[src/rtl/y86_pkg.sv]
// Shared Y86 definitions: instruction codes, field payload, length and window helpers.
package y86_pkg;

  localparam int unsigned PC_W            = 64;
  localparam int unsigned MAX_INSTR_BYTES = 10;
  localparam int unsigned WIN_W           = 8 * MAX_INSTR_BYTES;

  localparam logic [3:0] I_HALT   = 4'h0;
  localparam logic [3:0] I_NOP    = 4'h1;
  localparam logic [3:0] I_RRMOVQ = 4'h2;
  localparam logic [3:0] I_IRMOVQ = 4'h3;
  localparam logic [3:0] I_RMMOVQ = 4'h4;
  localparam logic [3:0] I_MRMOVQ = 4'h5;
  localparam logic [3:0] I_OPQ    = 4'h6;
  localparam logic [3:0] I_JXX    = 4'h7;
  localparam logic [3:0] I_CALL   = 4'h8;
  localparam logic [3:0] I_RET    = 4'h9;
  localparam logic [3:0] I_PUSHQ  = 4'hA;
  localparam logic [3:0] I_POPQ   = 4'hB;

  // Encoder control states
  typedef enum logic [1:0] {
    S_IDLE = 2'd0,
    S_EMIT = 2'd1,
    S_ERR  = 2'd2
  } enc_state_e;

  // Decoded instruction fields as presented on the write side
  typedef struct packed {
    logic [3:0]      icode;
    logic [3:0]      ifun;
    logic [3:0]      ra;
    logic [3:0]      rb;
    logic [PC_W-1:0] valc;
  } instr_fields_t;

  // Encoded length in bytes; 0 marks an undefined icode
  function automatic logic [3:0] instr_len(input logic [3:0] icode);
    logic [3:0] len;
    case (icode)
      I_HALT, I_NOP, I_RET:                 len = 4'd1;
      I_RRMOVQ, I_OPQ, I_PUSHQ, I_POPQ:     len = 4'd2;
      I_JXX, I_CALL:                        len = 4'd9;
      I_IRMOVQ, I_RMMOVQ, I_MRMOVQ:         len = 4'd10;
      default:                              len = 4'd0;
    endcase
    return len;
  endfunction

  // Byte idx of a big-endian instruction window (byte 0 in the top bits)
  function automatic logic [7:0] win_byte(input logic [WIN_W-1:0] win,
                                          input logic [3:0]       idx);
    logic [WIN_W-1:0] sh;
    sh = win << {idx, 3'b000};
    return sh[WIN_W-1 -: 8];
  endfunction

endpackage

[src/rtl/y86_instr_pack.sv]
// Combinational packer: decoded fields -> big-endian byte window, length, valid flag.
module y86_instr_pack
  import y86_pkg::*;
(
  input  instr_fields_t    fields_i,
  output logic [WIN_W-1:0] window_o,
  output logic [3:0]       len_o,
  output logic             valid_o
);

  // Place fields exactly where fetch expects them; unused bytes stay zero
  always_comb begin
    window_o = '0;
    case (fields_i.icode)
      I_HALT, I_NOP, I_RET:
        window_o = {fields_i.icode, fields_i.ifun, 72'h0};
      I_RRMOVQ, I_OPQ, I_PUSHQ, I_POPQ:
        window_o = {fields_i.icode, fields_i.ifun, fields_i.ra, fields_i.rb, 64'h0};
      I_IRMOVQ, I_RMMOVQ, I_MRMOVQ:
        window_o = {fields_i.icode, fields_i.ifun, fields_i.ra, fields_i.rb, fields_i.valc};
      I_JXX, I_CALL:
        window_o = {fields_i.icode, fields_i.ifun, fields_i.valc, 8'h0};
      default:
        window_o = '0;
    endcase
  end

  assign len_o   = instr_len(fields_i.icode);
  assign valid_o = (fields_i.icode <= I_POPQ);

endmodule

[src/rtl/y86_instr_encoder.sv]
// Serialises one decoded Y86 instruction per handshake into byte-wide memory.
module y86_instr_encoder
  import y86_pkg::*;
#(
  parameter int unsigned MEM_SIZE = 256,
  parameter int unsigned ADDR_W   = PC_W
) (
  input  logic              clk,
  input  logic              rst,
  input  logic              addr_load,
  input  logic [ADDR_W-1:0] addr_in,
  input  logic              in_valid,
  output logic              in_ready,
  input  logic [3:0]        icode,
  input  logic [3:0]        ifun,
  input  logic [3:0]        rA,
  input  logic [3:0]        rB,
  input  logic [63:0]       valc,
  output logic              mem_we,
  output logic [ADDR_W-1:0] mem_addr,
  output logic [7:0]        mem_wdata,
  input  logic              mem_ready,
  output logic              done,
  output logic [3:0]        done_len,
  output logic [ADDR_W-1:0] next_pc,
  output logic              invalid_instr,
  output logic              mem_error
);

  enc_state_e        state_q, state_d;
  logic [ADDR_W-1:0] wr_ptr_q, wr_ptr_d;
  logic [3:0]        idx_q, idx_d;
  logic [3:0]        len_q, len_d;
  logic [WIN_W-1:0]  win_q, win_d;
  logic              mem_we_q, mem_we_d;
  logic [ADDR_W-1:0] mem_addr_q, mem_addr_d;
  logic [7:0]        mem_wdata_q, mem_wdata_d;
  logic              done_q, done_d;
  logic [3:0]        done_len_q, done_len_d;
  logic [ADDR_W-1:0] next_pc_q, next_pc_d;
  logic              invalid_q, invalid_d;
  logic              mem_err_q, mem_err_d;

  instr_fields_t     fields;
  logic [WIN_W-1:0]  pk_win;
  logic [3:0]        pk_len;
  logic              pk_valid;
  logic [ADDR_W:0]   end_ptr;
  logic              overflow;
  logic [3:0]        idx_nxt;
  logic [ADDR_W-1:0] ptr_after;

  assign fields = {icode, ifun, rA, rB, valc};

  y86_instr_pack u_pack (
    .fields_i (fields),
    .window_o (pk_win),
    .len_o    (pk_len),
    .valid_o  (pk_valid)
  );

  // One extra bit keeps a pointer near the top of the address space from wrapping
  assign end_ptr   = {1'b0, wr_ptr_q} + (ADDR_W+1)'(pk_len);
  assign overflow  = end_ptr > (ADDR_W+1)'(MEM_SIZE);
  assign idx_nxt   = idx_q + 4'd1;
  assign ptr_after = wr_ptr_q + ADDR_W'(len_q);

  assign in_ready = (state_q == S_IDLE) && !addr_load;

  // State and output registers
  always_ff @(posedge clk) begin
    if (rst) begin
      state_q     <= S_IDLE;
      wr_ptr_q    <= '0;
      idx_q       <= '0;
      len_q       <= '0;
      win_q       <= '0;
      mem_we_q    <= 1'b0;
      mem_addr_q  <= '0;
      mem_wdata_q <= '0;
      done_q      <= 1'b0;
      done_len_q  <= '0;
      next_pc_q   <= '0;
      invalid_q   <= 1'b0;
      mem_err_q   <= 1'b0;
    end else begin
      state_q     <= state_d;
      wr_ptr_q    <= wr_ptr_d;
      idx_q       <= idx_d;
      len_q       <= len_d;
      win_q       <= win_d;
      mem_we_q    <= mem_we_d;
      mem_addr_q  <= mem_addr_d;
      mem_wdata_q <= mem_wdata_d;
      done_q      <= done_d;
      done_len_q  <= done_len_d;
      next_pc_q   <= next_pc_d;
      invalid_q   <= invalid_d;
      mem_err_q   <= mem_err_d;
    end
  end

  // Next-state: accept/reject in IDLE, byte-by-byte emission in EMIT, ERR is terminal
  always_comb begin
    state_d     = state_q;
    wr_ptr_d    = wr_ptr_q;
    idx_d       = idx_q;
    len_d       = len_q;
    win_d       = win_q;
    mem_we_d    = mem_we_q;
    mem_addr_d  = mem_addr_q;
    mem_wdata_d = mem_wdata_q;
    done_d      = 1'b0;
    done_len_d  = done_len_q;
    next_pc_d   = next_pc_q;
    invalid_d   = invalid_q;
    mem_err_d   = mem_err_q;

    case (state_q)
      S_IDLE: begin
        if (addr_load) begin
          wr_ptr_d = addr_in;
        end else if (in_valid) begin
          if (!pk_valid) begin
            invalid_d  = 1'b1;
            done_d     = 1'b1;
            done_len_d = 4'd0;
            next_pc_d  = wr_ptr_q;
          end else if (overflow) begin
            mem_err_d  = 1'b1;
            state_d    = S_ERR;
            done_d     = 1'b1;
            done_len_d = 4'd0;
            next_pc_d  = wr_ptr_q;
          end else begin
            win_d       = pk_win;
            len_d       = pk_len;
            idx_d       = 4'd0;
            mem_we_d    = 1'b1;
            mem_addr_d  = wr_ptr_q;
            mem_wdata_d = pk_win[WIN_W-1 -: 8];
            state_d     = S_EMIT;
          end
        end
      end

      S_EMIT: begin
        if (mem_we_q && mem_ready) begin
          if (idx_q == (len_q - 4'd1)) begin
            mem_we_d   = 1'b0;
            wr_ptr_d   = ptr_after;
            done_d     = 1'b1;
            done_len_d = len_q;
            next_pc_d  = ptr_after;
            idx_d      = 4'd0;
            state_d    = S_IDLE;
          end else begin
            idx_d       = idx_nxt;
            mem_addr_d  = wr_ptr_q + ADDR_W'(idx_nxt);
            mem_wdata_d = win_byte(win_q, idx_nxt);
          end
        end
      end

      S_ERR: begin
        state_d = S_ERR;
      end

      default: begin
        state_d = S_IDLE;
      end
    endcase
  end

  assign mem_we        = mem_we_q;
  assign mem_addr      = mem_addr_q;
  assign mem_wdata     = mem_wdata_q;
  assign done          = done_q;
  assign done_len      = done_len_q;
  assign next_pc       = next_pc_q;
  assign invalid_instr = invalid_q;
  assign mem_error     = mem_err_q;

endmodule

[config.mk]
export PLATFORM = sky130hd
export DESIGN_NAME = y86_instr_encoder
export DESIGN_NICKNAME = d
export VERILOG_FILES = /design/src/rtl/y86_pkg.sv /design/src/rtl/y86_instr_pack.sv /design/src/rtl/y86_instr_encoder.sv
export SDC_FILE = /design/constraint.sdc
export NUM_CORES = 1
export LEC_CHECK = 0
export CAP_MARGIN = 15
export CELL_PAD_IN_SITES_DETAIL_PLACEMENT = 0
export CELL_PAD_IN_SITES_GLOBAL_PLACEMENT = 1
export CORE_ASPECT_RATIO = 0.8
export CORE_MARGIN = 2
export CORE_UTILIZATION = 40
export CTS_CLUSTER_DIAMETER = 120
export DETAILED_ROUTE_END_ITERATION = 8
export PLACE_DENSITY = 0.86
export SKIP_LAST_GASP = 1
export SYNTH_ARGS = -nofsm -noshare
export SYNTH_HDL_FRONTEND = slang
export SYNTH_SLANG_ARGS = --single-unit
[constraint.sdc]
create_clock -name clk -period 5.7 [get_ports clk]
set_input_delay 0.855 -clock clk [delete_from_list [all_inputs] [get_ports clk]]
set_output_delay 0.855 -clock clk [all_outputs]
set_load 0.1 [all_outputs]
==> results_dict.tcl, run 1 <==
set metrics [dict create \
    drive_gt1_frac 0.0782 \
    htree_levels 2 \
    yosysSeqAreaShare 0.341 \
    min_to "win_q[2]" \
    vdd.ir_drop.worst_uv 194 \
    power_density_nw_per_um2 252 \
    overflow 0 \
    clk_latency_ns 0.54 \
    finalCritPeriodShare 0.914 \
    min_from "win_q[2]" \
    fp.coreArea_um2 43000 \
    num_vias 18300 \
    r2r_start "wr_ptr_q[26]" \
    antenna_cells 0 \
    ant_nets 0 \
    die_x_um 237 \
    synth_most_common_cell "nor2_1" \
    drv_cap 0 \
    dieArea_um2 45100 \
    start_kind "input port" \
    multiInputGateArea_um2 10400 \
    rows 68 \
    drc 0 \
    r2r_end "mem_addr[35]" \
    arrival_ns 5.63 \
    synth.avg_cell_area_um2 7.85 \
    rsz0062_at_grt "false" \
    end_kind "register" \
    synth_seq_cells 296 \
    track_usage 0.320 \
    hp-class "register to register" \
    drv_slew 0 \
    wl_mm 74.3 \
    grt_pass1_vias 17100 \
    cp_slowest_cell "nor3_1" \
    worst-path-buf-inv 4 \
    synth.top_cells.by_count "303 x nor2_1, 296 x dfxtp_1, 210 x a211oi_1" \
    syn-cell-area_um2 17400 \
    root_buffer "clkbuf_16" \
    hold_viol_final 0 \
    initial_core_util 0.404 \
    syn2layout_area_growth_pct 26.4 \
    synth_top_area_cell "dfxtp_1" \
    synthSimpleGateAreaFrac 0.236 \
    synth_enable_flop_cells 0 \
    status "complete, no violations" \
    drt-pass1-iter-count 6 \
    cts_setup_buffers 0 \
    synth_fa_ha_area_frac 0.0121 \
    cp.depth 19 \
    yosys-top-cells-area "dfxtp_1 34%, a211oi_1 9.1%, nor2_1 6.6%, xnor2_1 4.3%, nand2_1 4.3%" \
    gp_congestion 0.988 \
    fin_setup_tns_ns 0 \
    drt_iter0_drc 1998 \
    yosysWarnings 0 \
    synth_top_area_share 0.341 \
    netlist_instances 2210 \
    die_y_um 190 \
    ys_async_sr_fraction 0 \
    final-instance-count-excl-fill 2977 \
    reg2reg_slack_ns 0.96 \
    worst_path_largest_cell_delay_ns 0.67 \
    path_cells "clkdlybuf4s50_1 -> nand2b_1 -> nor2_1 -> nor2_1 -> o22ai_1 -> ha_1 -> a21oi_1 -> nor3_1 -> nand2_1 -> o311ai_1 -> buf_4 -> nand3_1 -> nor4_1 -> nand3_1 -> nor3_4 -> buf_12 -> buf_12 -> nor3_1 -> a211oi_1" \
    total_power_w 0.00554 \
    clockBufferDepth 3 \
    place_inst 2916 \
    cts_sinks 296 \
    setup_viol 0 \
    min_period_ns 5.21 \
    cts.repair.resized 0 \
    grt_start_max_net_pins 118 \
    fmax_ghz 0.192 \
    synth_compound_gate_area_share 0.239 \
    synth.area.mux_share 0.0347 \
    dp_hpwl_mm 55.7 \
    cts-buffers-inserted 34 \
    critical_path.max_fanout 32 \
    hold_buffers 0 \
    r2r_cells 14 \
    synth_xor_area_frac 0.0732 \
    crit_family "simple AND/OR/NAND/NOR gates" \
    io_buffers 292 \
    fill_cells 4082 \
    crit_required_ns 6.12 \
    antenna_found_initial 0 \
    clk_transition_reported_paths_ns 0.06 \
    finClkSkew_ns 0.0186 \
    grt_pass1_wl_mm 110 \
    tightest_slew_ns 1.09 \
    max_slew_margin 0.264 \
    nNetsFinal 2557 \
    cts_tree "done" \
    syn_nets 2374 \
    synth_top_family_by_area "compound AO/OA/AOI/OAI gates" \
    crit_type "input port to register" \
    drt-wirelength-per-cell_um 24.9 \
    synth_ff_type "dfxtp_1" \
    p_leak_nw 6.85 \
    io_pins 294 \
    holdPathStages 2 \
    ys_types 75 \
    regArea_um2 5930 \
    avgViaCountPerCell 6.13 \
]
## per-stage QoR
step	area, um2	worst slack, ns	util	hold slack [ns]
after floorplan	17400	0.682	-	0.431
after global placement	20700	0.125	0.483	0.438
after detailed placement	20700	0.0589	0.483	0.446
after CTS	21900	0.533	0.510	0.452
after global routing	21900	0.168	0.511	0.464
final	21900	0.490	0.511	0.452
## state kept, by name, indices dropped and copies added, names as in the netlist
name           count
mem_we             1
next_pc           64
len_q              3
done_len           3
invalid_instr      1
mem_addr          64
mem_wdata          8
wr_ptr_q          64
done               1
win_q             80
idx_q              4
mem_error          1
state_q            2
## final cells by class
cell class	instances	area share
Clock inverter	8	0.00650
Inverter	17	0.00291
Tap cell	560	0.0319
Timing Repair Buffer	369	0.165
Sequential cell	296	0.270
Clock buffer	52	0.0480
Multi-Input combinational cell	1675	0.475
## power by group
group	switching, W	total (W)	internal [W]
clock network	0.000925	0.00238	0.00145
registers	0.000144	0.00228	0.00213
logic	0.000560	0.000879	0.000318
## cell usage in the layout (no fill, tap or decap), drive strengths merged, types with 5 or more instances in the layout
cell / count
or2: 14
buf: 77
nand2b: 10
or3: 21
nor3: 122
xor2: 60
dfxtp: 296
ha: 12
nand3: 49
mux2i: 22
inv: 17
clkbuf: 53
or4: 12
clkdlybuf4s50: 291
nand2: 198
a21o: 7
and4: 11
nor2: 303
a22oi: 91
o21a: 12
o31ai: 15
and3: 14
nor4: 38
o22ai: 20
xnor2: 85
nor2b: 8
a22o: 5
nand4: 57
o2111ai: 5
and2: 5
o21ai: 86
mux4: 16
o211ai: 6
a21oi: 95
a31oi: 9
a211oi: 219
## worst max path at each step
| stage | startpoint | to | slack, ns |
|---|---|---|---|
| final | icode[2] | mem_addr[35] | 0.49 |
| after global routing | icode[2] | win_q[66] | 0.17 |
| after CTS | icode[2] | mem_addr[35] | 0.53 |
| after detailed placement | icode[2] | win_q[31] | 0.06 |
| after global placement | icode[0] | win_q[47] | 0.13 |
| after floorplan | icode[3] | mem_addr[12] | 0.68 |
## cells by family (layout without fill, tap and decap cells)
family                   Yosys count  in the layout
AO/OA/AOI/OAI                    603            603
XOR/XNOR                         145            145
adder cells (fa/ha/maj)           15             15
buffers and inverters            239            446
flip-flops                       296            296
multiplexers                      40             40
other                              1              1
AND/OR/NAND/NOR                  871            871
## metal layers
metal  track usage  part of all wire  vias to the layer above
met1         0.477              0.47                     8869
met5             0                 0                        -
met4        0.0881             0.024                        0
met2         0.469              0.42                      846
met3        0.0585             0.086                       98
li1              -                 -                     8439
## worst min-delay path, stage by stage (launching register included)
cell	delay [ns]
dfxtp_1	0.31
nand2_1	0.05
a21oi_1	0.05
(Power assumes the default switching activity.)
==> run 2: changes to the inputs <==
Settings changed: TNS_END_PERCENT set to 10.
==> results of run 2 <==
Same layout as run 1: the final DEF is identical, and so are final timing and power.
